## src/rtl/mips150_mem_align_pkg.sv

```systemverilog
`default_nettype none
// ============================================================================
// Module  : mips150_mem_align_pkg
// Purpose : Shared encodings for the MIPS150 data-memory access stage.
//           It holds the load mask codes, the store kind codes and the FSM
//           state encodings. It also holds helpers that derive alignment,
//           byte-lane enables and replicated store data.
// Ports   : none (package)
// Revision: 1.0 - initial release
// ============================================================================
package mips150_mem_align_pkg;

  // Load kinds carried on the mask bus
  localparam logic [2:0] MASK_LB  = 3'b000;
  localparam logic [2:0] MASK_LH  = 3'b001;
  localparam logic [2:0] MASK_LW  = 3'b010;
  localparam logic [2:0] MASK_LBU = 3'b011;
  localparam logic [2:0] MASK_LHU = 3'b100;

  // Store kinds carried on the mem_write bus
  localparam logic [1:0] MW_NONE = 2'b00;
  localparam logic [1:0] MW_SB   = 2'b01;
  localparam logic [1:0] MW_SH   = 2'b10;
  localparam logic [1:0] MW_SW   = 2'b11;

  // FSM encodings
  localparam logic [0:0] ST_IDLE = 1'b0;
  localparam logic [0:0] ST_WAIT = 1'b1;

  // Halfword stores need an even address; word stores need a word address.
  function automatic logic store_misaligned(input logic [1:0] mw, input logic [1:0] off);
    logic mis;
    mis = 1'b0;
    case (mw)
      MW_SH:   mis = off[0];
      MW_SW:   mis = (off != 2'b00);
      default: mis = 1'b0;
    endcase
    return mis;
  endfunction

  // Unused mask codes act like byte loads for alignment; they simply return 0.
  function automatic logic load_misaligned(input logic [2:0] m, input logic [1:0] off);
    logic mis;
    mis = 1'b0;
    case (m)
      MASK_LH, MASK_LHU: mis = off[0];
      MASK_LW:           mis = (off != 2'b00);
      default:           mis = 1'b0;
    endcase
    return mis;
  endfunction

  // Big-endian lane enables: bit3 is lane 0 (bits [31:24]).
  function automatic logic [3:0] store_we(input logic [1:0] mw, input logic [1:0] off);
    logic [3:0] we;
    we = 4'b0000;
    case (mw)
      MW_SB:   we = 4'b1000 >> off;
      MW_SH:   we = off[1] ? 4'b0011 : 4'b1100;
      MW_SW:   we = 4'b1111;
      default: we = 4'b0000;
    endcase
    return we;
  endfunction

  // The source value is copied into every lane so the enables alone pick the target.
  function automatic logic [31:0] store_wdata(input logic [1:0] mw, input logic [31:0] d);
    logic [31:0] w;
    w = d;
    case (mw)
      MW_SB:   w = {4{d[7:0]}};
      MW_SH:   w = {2{d[15:0]}};
      default: w = d;
    endcase
    return w;
  endfunction

endpackage
`default_nettype wire

```

## src/rtl/mips150_mem_align_load_extract.sv

```systemverilog
`default_nettype none
// ============================================================================
// Module  : mips150_load_extract
// Purpose : Combinational load lane select and extension.
//           Lane k of the read word is rdata[31-8k -: 8] (big-endian).
//           LB/LH sign-extend, LBU/LHU zero-extend, LW passes through.
//           Unused mask codes return zero.
// Ports   : rdata_i [31:0]  read word from memory
//           mask_i  [2:0]   load kind captured at request time
//           off_i   [1:0]   byte offset captured at request time
//           data_o  [31:0]  aligned, extended result
// Revision: 1.0 - initial release
// ============================================================================
module mips150_load_extract
  import mips150_mem_align_pkg::*;
(
  input  logic [31:0] rdata_i,
  input  logic [2:0]  mask_i,
  input  logic [1:0]  off_i,
  output logic [31:0] data_o
);

  logic [7:0]  w_byte;
  logic [15:0] w_half;

  always_comb begin
    w_byte = 8'h00;
    case (off_i)
      2'd0:    w_byte = rdata_i[31:24];
      2'd1:    w_byte = rdata_i[23:16];
      2'd2:    w_byte = rdata_i[15:8];
      default: w_byte = rdata_i[7:0];
    endcase
  end

  // Halfword loads are even-aligned, so only off_i[1] selects the half.
  assign w_half = off_i[1] ? rdata_i[15:0] : rdata_i[31:16];

  always_comb begin
    data_o = 32'h0000_0000;
    case (mask_i)
      MASK_LB:  data_o = {{24{w_byte[7]}}, w_byte};
      MASK_LH:  data_o = {{16{w_half[15]}}, w_half};
      MASK_LW:  data_o = rdata_i;
      MASK_LBU: data_o = {24'h000000, w_byte};
      MASK_LHU: data_o = {16'h0000, w_half};
      default:  data_o = 32'h0000_0000;
    endcase
  end

endmodule
`default_nettype wire

```

## src/rtl/mips150_mem_align.sv

```systemverilog
`default_nettype none
// ============================================================================
// Module  : mips150_mem_align
// Purpose : Data-memory access stage. It turns stores into byte-lane write
//           enables with replicated data and issues loads. It waits for read
//           data, with a timeout, then returns the aligned and extended word.
//           The pipeline is stalled while a load is outstanding.
// Ports   : clk, rst                 clock, synchronous active-high reset
//           stall_in                 blocks acceptance of new requests
//           mem_read, mask[2:0]      load request and load kind
//           mem_write[1:0]           store kind (has priority over loads)
//           addr[31:0], store_data   effective address, store source
//           dmem_en/we/addr/wdata    memory request (combinational)
//           dmem_rdata, dmem_rvalid  memory response
//           load_data, load_valid    load result and one-cycle valid (reg.)
//           stall_out                high while in WAIT
//           misalign, bus_err        one-cycle error pulses (reg.)
// Revision: 1.0 - initial release
// ============================================================================
module mips150_mem_align
  import mips150_mem_align_pkg::*;
#(
  parameter int TIMEOUT = 16,
  parameter int CNT_W   = 5
) (
  input  logic        clk,
  input  logic        rst,
  input  logic        stall_in,
  input  logic        mem_read,
  input  logic [2:0]  mask,
  input  logic [1:0]  mem_write,
  input  logic [31:0] addr,
  input  logic [31:0] store_data,
  output logic        dmem_en,
  output logic [3:0]  dmem_we,
  output logic [29:0] dmem_addr,
  output logic [31:0] dmem_wdata,
  input  logic [31:0] dmem_rdata,
  input  logic        dmem_rvalid,
  output logic [31:0] load_data,
  output logic        load_valid,
  output logic        stall_out,
  output logic        misalign,
  output logic        bus_err
);

  localparam logic [CNT_W-1:0] C_CNT_LAST = CNT_W'(TIMEOUT - 1);

  logic [0:0]       state_q, state_d;
  logic [CNT_W-1:0] cnt_q;
  logic [2:0]       ctx_mask_q;
  logic [1:0]       ctx_off_q;
  logic [31:0]      load_data_q;
  logic             load_valid_q;
  logic             misalign_q;
  logic             bus_err_q;

  logic             w_accept;
  logic             w_is_store;
  logic             w_is_load;
  logic             w_store_mis;
  logic             w_load_mis;
  logic             w_store_go;
  logic             w_load_go;
  logic             w_mis;
  logic             w_done;
  logic             w_tout;
  logic [31:0]      w_extract;

  // Request decode. rst gates acceptance so no strobe leaks out during reset.
  assign w_accept    = (state_q == ST_IDLE) && !stall_in && !rst;
  assign w_is_store  = (mem_write != MW_NONE);
  assign w_is_load   = mem_read && !w_is_store;   // a store drops a coincident load
  assign w_store_mis = store_misaligned(mem_write, addr[1:0]);
  assign w_load_mis  = load_misaligned(mask, addr[1:0]);
  assign w_store_go  = w_accept && w_is_store && !w_store_mis;
  assign w_load_go   = w_accept && w_is_load && !w_load_mis;
  assign w_mis       = w_accept && ((w_is_store && w_store_mis) || (w_is_load && w_load_mis));

  // Completion: rvalid beats a timeout that lands on the same cycle.
  assign w_done = (state_q == ST_WAIT) && dmem_rvalid;
  assign w_tout = (state_q == ST_WAIT) && !dmem_rvalid && (cnt_q == C_CNT_LAST);

  // State register
  always_ff @(posedge clk) begin
    if (rst) begin
      state_q <= ST_IDLE;
    end else begin
      state_q <= state_d;
    end
  end

  // Next-state logic
  always_comb begin
    state_d = state_q;
    case (state_q)
      ST_IDLE: if (w_load_go)          state_d = ST_WAIT;
      ST_WAIT: if (w_done || w_tout)   state_d = ST_IDLE;
      default:                         state_d = ST_IDLE;
    endcase
  end

  // Output logic
  always_comb begin
    dmem_en    = w_store_go || w_load_go;
    dmem_we    = w_store_go ? store_we(mem_write, addr[1:0]) : 4'b0000;
    dmem_addr  = addr[31:2];
    dmem_wdata = store_wdata(mem_write, store_data);
    stall_out  = (state_q == ST_WAIT);
  end

  // Load context, timeout counter and registered results
  always_ff @(posedge clk) begin
    if (rst) begin
      cnt_q        <= '0;
      ctx_mask_q   <= MASK_LB;
      ctx_off_q    <= 2'b00;
      load_data_q  <= 32'h0000_0000;
      load_valid_q <= 1'b0;
      misalign_q   <= 1'b0;
      bus_err_q    <= 1'b0;
    end else begin
      load_valid_q <= w_done;
      bus_err_q    <= w_tout;
      misalign_q   <= w_mis;
      if (w_load_go) begin
        ctx_mask_q <= mask;
        ctx_off_q  <= addr[1:0];
        cnt_q      <= '0;
      end else if (state_q == ST_WAIT) begin
        cnt_q <= cnt_q + 1'b1;
      end
      if (w_done) begin
        load_data_q <= w_extract;
      end else if (w_tout) begin
        load_data_q <= 32'h0000_0000;
      end
    end
  end

  mips150_load_extract u_extract (
    .rdata_i (dmem_rdata),
    .mask_i  (ctx_mask_q),
    .off_i   (ctx_off_q),
    .data_o  (w_extract)
  );

  assign load_data  = load_data_q;
  assign load_valid = load_valid_q;
  assign misalign   = misalign_q;
  assign bus_err    = bus_err_q;

endmodule
`default_nettype wire

```

## config.mk

```make
export PLATFORM = sky130hd
export DESIGN_NAME = mips150_mem_align
export DESIGN_NICKNAME = d
export VERILOG_FILES = /design/src/rtl/mips150_mem_align_pkg.sv /design/src/rtl/mips150_mem_align_load_extract.sv /design/src/rtl/mips150_mem_align.sv
export SDC_FILE = /design/constraint.sdc
export NUM_CORES = 1
export LEC_CHECK = 0
export ABC_AREA = 1
export CAP_MARGIN = 30
export CORE_ASPECT_RATIO = 2
export CORE_MARGIN = 2
export CORE_UTILIZATION = 38
export DETAILED_ROUTE_END_ITERATION = 10
export PLACE_DENSITY = 0.82
export SYNTH_ARGS = -nofsm -noshare
export SYNTH_HDL_FRONTEND = slang
export SYNTH_SLANG_ARGS = --single-unit
```

## constraint.sdc

```tcl
create_clock -name clk -period 2.45 [get_ports clk]
set_clock_uncertainty 0.15 [all_clocks]
set_input_delay 0.245 -clock clk [delete_from_list [all_inputs] [get_ports clk]]
set_output_delay 0.245 -clock clk [all_outputs]
set_load 0.1 [all_outputs]
```

==> results_dict.tcl <==
set metrics [dict create \
    drtPass1Iterations 5 \
    syn_inst 570 \
    postLayoutCoreUtil_pct 58.93 \
    worstSetupStartpointType "input port" \
    yosysSeqAreaShare_pct 27.33 \
    multi_input_area_mm2 0.001968 \
    hold_viol 0 \
    synth_top_area_share_pct 27.52 \
    setup_tns_ns 0 \
    power.leakage_nw 2.506 \
    cp_slowest_cell "clkdlybuf4s50_1" \
    dp_slack_ns 0.02497 \
    crit_fanout 30 \
    yosys_warnings 0 \
    async_flop_share_pct 0 \
    synthTopCellsByCount "nand2_1, nand3_1, dfxtp_1, inv_1, buf_4" \
    routabilityCongestion 0.9230 \
    drv_cap 0 \
    ys_ff_latch 46 \
    setup_ws_ns 0.09178 \
    yosysMostFrequentCell "nand2_1" \
    crit_chain "clkdlybuf4s50_1, inv_1, ha_1, buf_12, nand2_1, o21ai_1, buf_12" \
    register_area_um2 922.1 \
    io_pins 209 \
    postPlaceCellArea_mm2 0.004940 \
    irDropWorstVdd_mv 0.2963 \
    hp-class "reg2reg" \
    dr.first_iter.drc_count 273 \
    nets 784 \
    cpMostUsedCell "buf_12" \
    critPathRequiredTime_ns 2.06 \
    dieArea_mm2 0.009682 \
    switching_share_pct 39.12 \
    final_area_mm2 0.005096 \
    core_area_mm2 0.008648 \
    period_share_pct 96.25 \
    grt-ovfl-total 0 \
    synth.top_cells.by_area "nand2_1, dfxtp_1, buf_4" \
    slew_headroom_pct 69.46 \
    n_antenna_cell 0 \
    grt_pass1_wl_um 17810 \
    synth-edff-count 0 \
    slew_violations 0 \
    synthToLayoutAreaGrowth_pct 51.24 \
    wirelength_um 11250 \
    htreeDepth 2 \
    drc 0 \
    die_w_um 70.59 \
    stdcell_count 773 \
    synth_ff_type "dfxtp_1" \
    clkPwrFrac_pct 26.4 \
    worstSetupPathType "in2out" \
    seq_power_share_pct 29.6 \
    finalSetupViolCount 0 \
    yosysTopAreaCell "nand2_1" \
    synth_area_mm2 0.003369 \
    start_util_pct 38.96 \
    crit_path_max_incr_delay_ns 0.53 \
    synth.distinct_cells 27 \
    die_height_um 137.2 \
    syn_nets 682 \
    vias_per_cell 5.063 \
    crit_arrival_ns 1.96 \
    antenna_found_initial 0 \
    switching_power_mw 1.005 \
    period_needed_ns 2.358 \
    cts_root_buf "clkbuf_16" \
    io_buffer_count 148 \
    cts_tree "built" \
    power.density_mw_per_mm2 504.4 \
    grtUsageTotal_pct 23.07 \
    fillCellCount 824 \
    dp_hpwl_um 9125 \
    clock-sinks 46 \
    layout-drive-gt1-share_pct 19.76 \
    end_kind "output pin" \
    run_status "finished clean" \
    path_clk_slew_ns 0.06 \
    post_cts_buffers 0 \
    worst_slew_pin_slew_ns 0.4570 \
    wire_per_inst_um 14.56 \
    avgSynthCellArea_um2 5.911 \
    drtAntennaViolNets 0 \
    cts_buffer_depth 2 \
    comb_power_share_pct 44.0 \
    grt_pass1_vias 3799 \
    cts_buffers 5 \
    grt_max_degree 33 \
    dp.cells 765 \
    num_vias 3914 \
    fp-row-count 48 \
    clock_latency_ns 0.29 \
    cellInternalPower_mw 1.565 \
    fmax_mhz 424.0 \
]
final cells by class:
| cell class | count | area share (%) |
|---|---|---|
| Clock buffer | 6 | 2.725 |
| Inverter | 48 | 3.535 |
| Sequential cell | 46 | 18.09 |
| Clock inverter | 2 | 0.2455 |
| Multi-Input combinational cell | 413 | 38.62 |
| Tap cell | 100 | 2.455 |
| Timing Repair Buffer | 158 | 34.32 |
path summary, 6_finish.rpt:
kind | startpoint | endpoint | slack (ns) | cells past startpoint
worst min-delay path | load_data[24] | load_data[24] | 0.30 | 2
worst max-delay path | mem_write[1] | dmem_wdata[29] | 0.09 | 7
worst min register to register | load_data[24] | load_data[24] | 0.30 | 2
worst max register to register | cnt_q[0] | load_data[1] | 0.60 | 9
flip-flops by register name, indices dropped and copies added (netlist names):
name	cells
bus_err	1
cnt_q	5
ctx_mask_q	3
ctx_off_q	2
load_data	32
load_valid	1
misalign	1
stall_out	1
timing repair:
item                       in CTS  in global routing
hold endpoints to repair        0                  0
setup endpoints to repair       0                  6
hold buffers                    0                  0
gates resized for setup         0                  2
metal layers:
layer  track usage [%]  part of all wire (%)  routed length (µm)
met5                 0                     0                   0
met4             9.224                   3.5                 390
met3             7.096                   9.3                1043
met2             45.70                    55                6209
met1             21.27                    32                3610
power by group through the flow:
stage	registers [mW]	clock network, mW	logic (mW)
6_report	0.761	0.678	1.13
5_1_grt	0.762	0.723	1.19
4_1_cts	0.761	0.690	1.13
3_5_place_dp	0.778	0	1.13
3_3_place_gp	0.777	0	1.12
2_1_floorplan	0.811	0	0.896
critical path, delay by kind of cell:
family,cells,cell delay [ns]
AOI/OAI and AO/OA,1,0.16
adders and majority gates,1,0.38
buffers and inverters,4,1.05
and+or+nand+nor,1,0.11
kinds of logic (layout without fill, tap and decap cells):
kind of cell | after synthesis | count (layout) | share of synthesized area, %
AND/OR/NAND/NOR | 341 | 341 | 41.37
buffers and inverters | 111 | 214 | 18.46
AO/OA/AOI/OAI | 64 | 64 | 10.10
flip-flops | 46 | 46 | 27.33
adder cells (fa/ha/maj) | 6 | 6 | 2.228
XOR/XNOR | 2 | 2 | 0.5200
layout by cell type (no fill, tap or decap), drive strengths merged:
cell type | Yosys | routed
a21oi | 13 | 13
a31oi | 4 | 4
and3 | 1 | 1
buf | 55 | 83
clkbuf | 8 | 6
clkdlybuf4s50 | 0 | 75
clkinv | 0 | 1
clkinvlp | 0 | 1
dfxtp | 46 | 46
ha | 6 | 6
inv | 48 | 48
nand2 | 249 | 249
nand3 | 49 | 49
nand3b | 1 | 1
nand4 | 1 | 1
nor2 | 37 | 37
nor3 | 2 | 2
o21a | 1 | 1
o21ai | 37 | 37
o22ai | 8 | 8
o31ai | 1 | 1
or2 | 1 | 1
xor2 | 2 | 2
per-stage QoR:
| stage | hold WS, ns | total power, mW |
|---|---|---|
| final | 0.3010 | 2.570 |
| after global routing | 0.3193 | 2.671 |
| after CTS | 0.3039 | 2.586 |
| after detailed placement | 0.2908 | 1.908 |
| after global placement | 0.2871 | 1.900 |
| after floorplan | 0.1718 | 1.707 |
Power figures use the tool's default switching activity.
